--- config.mk ---
export PLATFORM = sky130hd
export DESIGN_NAME = mult_div_unit
export DESIGN_NICKNAME = d
export VERILOG_FILES = /design/src/rtl/mult_div_unit.sv
export SDC_FILE = /design/constraint.sdc
export NUM_CORES = 1
export LEC_CHECK = 0
export ABC_AREA = 1
export BUFFER_PORTS_ARGS = -buffer_cell sky130_fd_sc_hd__buf_4
export CAP_MARGIN = 20
export CORE_MARGIN = 3
export CORE_UTILIZATION = 35
export DETAILED_ROUTE_END_ITERATION = 8
export GPL_TIMING_DRIVEN = 0
export HOLD_SLACK_MARGIN = 0.15
export SLEW_MARGIN = 40
export SYNTH_ARGS = -nofsm -noshare
export SYNTH_HDL_FRONTEND = slang
export SYNTH_SLANG_ARGS = --single-unit
--- constraint.sdc ---
create_clock -name clk -period 16.9 [get_ports clk]
set_input_delay 2.535 -clock clk [delete_from_list [all_inputs] [get_ports clk]]
set_output_delay 2.535 -clock clk [all_outputs]
set_load 0.02 [all_outputs]
--- src/rtl/mult_div_unit.sv ---
// Iterative 32-bit MULT/MULTU/DIV/DIVU unit with private HI/LO.
// One radix-2 step per cycle, then a sign-fixup cycle.
module mult_div_unit #(
  parameter int WIDTH = 32
) (
  input  logic             clk,
  input  logic             rst,
  input  logic             start,
  input  logic [1:0]       op,
  input  logic [WIDTH-1:0] src_a,
  input  logic [WIDTH-1:0] src_b,
  output logic             busy,
  output logic             done,
  output logic             div_by_zero,
  output logic [WIDTH-1:0] hi,
  output logic [WIDTH-1:0] lo
);

  localparam int CW = $clog2(WIDTH);
  localparam logic [CW-1:0] LAST = CW'(WIDTH - 1);

  typedef enum logic [1:0] {
    IDLE = 2'd0,
    CALC = 2'd1,
    FIX  = 2'd2
  } state_t;

  state_t state, state_nxt;

  logic [CW-1:0]    cnt;
  logic             is_div;
  logic             neg_q;
  logic             neg_r;
  logic             dbz;
  logic [WIDTH-1:0] raw_a;
  logic [WIDTH-1:0] opnd;
  logic [2*WIDTH-1:0] acc;

  logic             sgn_op;
  logic             sa;
  logic             sb;
  logic [WIDTH-1:0] ma;
  logic [WIDTH-1:0] mb;

  logic [WIDTH:0]     psum;
  logic [WIDTH:0]     shl;
  logic [WIDTH:0]     trial;
  logic [2*WIDTH-1:0] acc_step;

  logic [2*WIDTH-1:0] prod;
  logic [WIDTH-1:0]   quo;
  logic [WIDTH-1:0]   rem;
  logic [WIDTH-1:0]   fix_hi;
  logic [WIDTH-1:0]   fix_lo;

  // Operand magnitudes and signs of the incoming request
  always_comb begin
    sgn_op = ~op[0];
    sa     = sgn_op & src_a[WIDTH-1];
    sb     = sgn_op & src_b[WIDTH-1];
    ma     = sa ? -src_a : src_a;
    mb     = sb ? -src_b : src_b;
  end

  // One shift-add or restoring-subtract step on the accumulator
  always_comb begin
    psum  = {1'b0, acc[2*WIDTH-1:WIDTH]}
          + (acc[0] ? {1'b0, opnd} : '0);
    shl   = {acc[2*WIDTH-1:WIDTH], acc[WIDTH-1]};
    trial = shl - {1'b0, opnd};
    if (!is_div)
      acc_step = {psum, acc[WIDTH-1:1]};
    else if (!trial[WIDTH])
      acc_step = {trial[WIDTH-1:0], acc[WIDTH-2:0], 1'b1};
    else
      acc_step = {shl[WIDTH-1:0], acc[WIDTH-2:0], 1'b0};
  end

  // Sign correction and zero-divisor override for the final write
  always_comb begin
    prod = neg_q ? -acc : acc;
    quo  = neg_q ? -acc[WIDTH-1:0] : acc[WIDTH-1:0];
    rem  = neg_r ? -acc[2*WIDTH-1:WIDTH]
                 : acc[2*WIDTH-1:WIDTH];
    if (!is_div) begin
      fix_hi = prod[2*WIDTH-1:WIDTH];
      fix_lo = prod[WIDTH-1:0];
    end else if (dbz) begin
      fix_hi = raw_a;
      fix_lo = '1;
    end else begin
      fix_hi = rem;
      fix_lo = quo;
    end
  end

  // State register
  always_ff @(posedge clk or posedge rst) begin
    if (rst) state <= IDLE;
    else     state <= state_nxt;
  end

  // Next-state logic
  always_comb begin
    state_nxt = state;
    unique case (state)
      IDLE:    if (start) state_nxt = CALC;
      CALC:    if (cnt == LAST) state_nxt = FIX;
      FIX:     state_nxt = IDLE;
      default: state_nxt = IDLE;
    endcase
  end

  // Datapath and registered outputs
  always_ff @(posedge clk or posedge rst) begin
    if (rst) begin
      busy        <= 1'b0;
      done        <= 1'b0;
      div_by_zero <= 1'b0;
      hi          <= '0;
      lo          <= '0;
      cnt         <= '0;
      is_div      <= 1'b0;
      neg_q       <= 1'b0;
      neg_r       <= 1'b0;
      dbz         <= 1'b0;
      raw_a       <= '0;
      opnd        <= '0;
      acc         <= '0;
    end else begin
      done <= 1'b0;
      unique case (state)
        IDLE: begin
          if (start) begin
            busy        <= 1'b1;
            div_by_zero <= 1'b0;
            cnt         <= '0;
            is_div      <= op[1];
            neg_q       <= sa ^ sb;
            neg_r       <= sa;
            dbz         <= op[1] & (src_b == '0);
            raw_a       <= src_a;
            opnd        <= op[1] ? mb : ma;
            acc         <= {{WIDTH{1'b0}}, op[1] ? ma : mb};
          end
        end
        CALC: begin
          acc <= acc_step;
          cnt <= cnt + CW'(1);
        end
        FIX: begin
          busy        <= 1'b0;
          done        <= 1'b1;
          div_by_zero <= dbz;
          hi          <= fix_hi;
          lo          <= fix_lo;
        end
        default: ;
      endcase
    end
  end

endmodule

======== Yosys cells after proc, flatten, opt, wreduce, memory -nomap -nowiden ========
Cells that the tools add are included.
word-level totals
  memories ................................ 0
  register bits ........................... 206
  latch bits .............................. 0
  ROM bits ................................ 0
  output and inout port bits .............. 67
  input port bits ......................... 69
  bits in writable memories ............... 0
cells by class
  bitwise operators ....................... 5
  div/mod/pow operators ................... 0
  shifts and indexed selects .............. 0
  $lt $le $gt $ge ......................... 0
  mux-type cells .......................... 26
  add/subtract/negate cells ............... 8
  $mul .................................... 0
  equal/unequal tests ..................... 5
  reductions and logical operators ........ 8
operators by type and width
  kind                                                  count
  two-way mux 32 bit                                    11
  two-way mux 64 bit                                    4
  negator 32 bit                                        4
  case mux 64 bit (2 select lines)                      1
  negator 64 bit                                        1
  adder 32 x 32 -> 33 bit                               1
  subtractor 33 x 32 -> 33 bit                          1
  logical NOT 32 bit                                    1
  case mux 5 bit (2 select lines)                       1
  AND reduction 2 bit                                   4
  adder 5 x 1 -> 5 bit (second input constant)          1
  equality test 5 bit (second input constant)           1
  two-way mux 5 bit                                     1
  two-way mux 2 bit                                     2
  != test 2 bit (second input constant)                 2
  case mux 1 bit (2 select lines)                       2
  case mux 2 bit (2 select lines)                       1
  nonzero test 2 bit                                    2
  AND 1 bit                                             3
  two-way mux 1 bit                                     3
  equality test 2 x 1 -> 1 bit (second input constant)  1
  equality test 2 bit (second input constant)           1
  logical NOT 2 bit                                     1
  NOT 1 bit                                             1
  bitwise XOR 1 bit                                     1

======== Depth between registers and ports, before layout ========
  depth in word-level cells ............... 6
  gate-level depth with buffers ........... 19
  mapped depth without buffers ............ 18

======== Worst setup path after synthesis ========
No wires, ideal clock.
  path kind ............................... input -> register
  from .................................... input port src_a[0]
  to ...................................... register acc[20]
  stages on the path ...................... 10
  path buffers ............................ 0
  path slack .............................. 12947 ps
  arrival time ............................ 3832 ps
  path through ............................ inv_1 > ha_1 > nand3_1 > nor2_1 > nand3_1 > o21ai_0 > xor2_1 > nand2_1 > nand3_1 > a21oi_1
on the way
  word-level cells in the longest chain between the ends .. 5
ends and longest elaborated chain
  what                              RTL line  source
  from (decl)                       10        input logic [WIDTH-1:0] src_a,
  negator 32 bit                    61        ma = sa ? -src_a : src_a;
  two-way mux 32 bit                61
  two-way mux 32 bit                144       acc <= {{WIDTH{1'b0}}, op[1] ? ma : mb};
  two-way mux 64 bit                134       if (start) begin
  case mux 64 bit (2 select lines)  132       unique case (state)
  to (signal assigned)              144
  to (signal assigned)              148       acc <= acc_step;
  to (decl)                         37        logic [2*WIDTH-1:0] acc;
Every way passes these cells. The select of a mux whose other input is x is not followed.
A chain may end at the register's enable or synchronous reset.

======== Final worst setup path ========
Same ends and word-level chain as after synthesis.

==> key figures <==
Clock network
  – Clock tree from TritonCTS: done
  – H-tree levels: 1
  – Number of hold buffers added after cts: 0
  – Post-CTS resize count: 0
  – Clock transition at the registers of the reported paths: 0.07 ns
  – Root Driver: clkbuf_16
  – Clk_lat worst skew: 0.60 ns
  – Clock sink count: just over 200
  – Num CTS Buffers: 27
  – Count of buffers added by post-CTS timing repair for setup: 0
  – Longest Clk Path Bufs: 3

GRT
  – Via count of the first global-routing pass: 21100
  – Number of antenna violations at the first check in global routing: 4
  – Global route total overflow: 0
  – Pin count of the biggest net entering global routing: 77
  – First-pass GRT wire length: between 100000 and 150000 um
  – Total track usage: 0.325

STA
  – Total negative setup slack: 0 ns
  – Final max-slew violation count: 0
  – Share of the clock period used by the worst path after layout: 0.274
  – Worst-case clock skew: 0.0373 ns
  – Final Critical Period: 4.63 ns
  – Slew at the pin with the worst max-slew slack: 0.925 ns
  – Final setup vio count: 0
  – Final hold violations: 0
  – Hold Worst Slack: 0.437 ns
  – Max Clock Freq: 0.216 GHz
  – Tightest slew margin relative to the limit: 0.383
  – Unrepaired setup endpoints after global routing: false

Logic synthesis
  – Dominant synthesized flop cell: dfrtp_1
  – Avg Cell Area, Syn: 5.96 um^2
  – Cell taking the most area after synthesis: dfrtp_1
  – Synth Warn #: 0
  – Post-synthesis instance total: 3283
  – Part of the Yosys area used for sequential elements: 0.263
  – Number of distinct library cells after synthesis: slightly above 50
  – Number of enable-type register cells in the synthesized netlist: 0
  – Number of synthesized register bits: 206
  – Number of nets produced by synthesis: 3424
  – Post-synthesis cell area: between 15000 and 20000 um^2
  – Share of the synthesized area in the top cell type: 0.263
  – Async set or reset register ratio after synthesis: 1.00
  – Top post-synthesis cells by area: dfrtp_1, nand2_1, inv_1, nand3_1, nor2_1

Setup path
  – Crit path launch type: input pin
  – CP Class: in -> reg
  – Setup slack, reg-to-reg: 13.47 ns
  – Critical Path End Type: flip-flop
  – Reg2Reg Depth: 18
  – Largest fanout on the critical path: 5
  – Worst setup path end: acc[20]$_DFFE_PP0P_
  – Crit path from: src_a[0]
  – R2R Path End: acc[61]$_DFFE_PP0P_
  – Worst Path Arrival: about 5.1 ns
  – Worst flop-to-flop path startpoint: acc[0]$_DFFE_PP0P_
  – WP data required: 17.37 ns

Hold path
  – Type of the worst min-delay path: reg -> reg

Placement
  – GPL Wtd Cong: 1.05
  – Sum of net half-perimeters after detailed placement: 81400 um
  – Port Buffer Count: ~130
  – Post-Place Cells: 4167

Final layout
  – Synth-to-layout area growth: 15.1%
  – Final #Nets: 3589
  – Final cell count without fillers: ~4200
  – Final core utilization: 0.408
  – Fraction of final layout cells sized beyond drive strength 1: 0.0825
  – Most common library cell in the layout ignoring fill and taps: nand2_1
  – Commonest non-fill, non-tap cells in the layout: nand2_1, inv_1, nor2_1

Detailed routing
  – Vias after detailed routing: 23100
  – Drt wl/cell: 23.4 um
  – Final Routed Wirelength: ~99000 um
  – Routed wl met2: 40900 um
  – Met3 WL post-DR: roughly 8200 um
  – Detail Route Antenna Nets: 0
  – Count of routing violations after the opening detailed-route iteration: 2661
  – Uppermost routed layer: met4
  – Number of remaining DRC errors: 0
  – Average vias per placed instance: 5.49
  – Number of search-and-repair iterations in the first detailed-routing pass: 6
  – Routed metal-1 wire length: ~45000 um

Floorplan
  – Starting Density: 0.355
  – Floorplan die area: 58800 um^2
  – Number of I/O pins: about 140
  – Core outline area: 55200 um^2
  – Total number of placement rows: 86
  – Chip height: 243 um
  – Die span in x: 243 um

Pwr
  – Worst IR Drop VDD: ~0.00011 V
  – Power per standard cell area: about 220 nW/um^2
  – Leakage: 11.2 nW
  – Power after layout: about 0.0050 W

Flow run
  – Maximum capacitance violations: 0

Run status
  – Result of the run: finished clean
logic make-up after synthesis:
kind of cell | synth area share
adders and majority gates | 0.0468
AOI/OAI and AO/OA | 0.145
and+or+nand+nor | 0.402
DFF | 0.263
buffers and inverters | 0.111
xor gates and xnor gates | 0.0322
power breakdown:
part | total, W | switching [W] | internal [W]
Clock | 0.000618 | 0.000249 | 0.000369
Sequential | 0.00102 | 0.000340 | 0.000683
Combinational | 0.00336 | 0.00230 | 0.00106
sequential cells by signal (all words and copies together) (netlist names), 2 cells and up:
| signal | count |
|---|---|
| acc | 64 |
| cnt | 5 |
| hi | 32 |
| lo | 32 |
| opnd | 32 |
| raw_a | 32 |
| state | 2 |
area by class of cell:
cell class	instances	area, um^2
Clock inverter	9	139
Fill cell	6174	32700
Multi-Input combinational cell	2517	12300
Clock buffer	38	787
Inverter	441	1660
Sequential cell	206	5150
Buffer	119	524
Tap cell	748	936
Antenna cell	2	5.00
Timing Repair Buffer	136	1060
routing by layer:
metal / global-route usage / up-vias
li1: - / 10900
met1: 0.471 / 10900
met2: 0.482 / 1141
met3: 0.0491 / 190
met4: 0.131 / 0
met5: 0 / -
worst min path at each step:
stage	from	endpoint	depth (start not counted)
after global placement	state[1]$_DFFE_PP0P_	state[1]$_DFFE_PP0P_	1
final	state[1]$_DFFE_PP0P_	state[1]$_DFFE_PP0P_	1
after CTS	state[1]$_DFFE_PP0P_	state[1]$_DFFE_PP0P_	1
after detailed placement	state[1]$_DFFE_PP0P_	state[1]$_DFFE_PP0P_	1
after floorplan	state[1]$_DFFE_PP0P_	state[1]$_DFFE_PP0P_	1
after global routing	state[1]$_DFFE_PP0P_	state[1]$_DFFE_PP0P_	1
through the flow:
stage / area (um^2) / setup WS (ns)
global route: 22500 / 12.21
detailed placement: 21600 / 11.84
finish: 22500 / 12.27
floorplan: 19600 / 8.74
CTS: 22500 / 12.46
global placement: 21500 / 5.84
cells in the mapped netlist (12+ instances only):
library cell / n
o221ai_1: 12
o211ai_1: 31
nand3b_1: 21
dfrtp_1: 206
or2_2: 13
buf_2: 13
a21oi_1: 202
nand2_1: 982
clkbuf_1: 75
nand3_2: 15
xor2_1: 63
nor3_1: 30
nor2_2: 16
nor2_1: 406
nand4_1: 28
nand3_1: 319
buf_1: 26
o21ai_1: 14
a31oi_1: 24
ha_1: 70
o21ai_0: 190
inv_1: 428
critical path, stage by stage:
cell	delay, ns
buf_4	0.12
inv_1	0.18
ha_1	0.25
nand3_1	0.15
nor2_1	0.36
nand3_1	0.27
o21ai_0	0.40
xor2_1	0.37
nand2_1	0.09
nand3_1	0.27
a21oi_1	0.10
No activity file was read; power rests on OpenSTA's default activity.
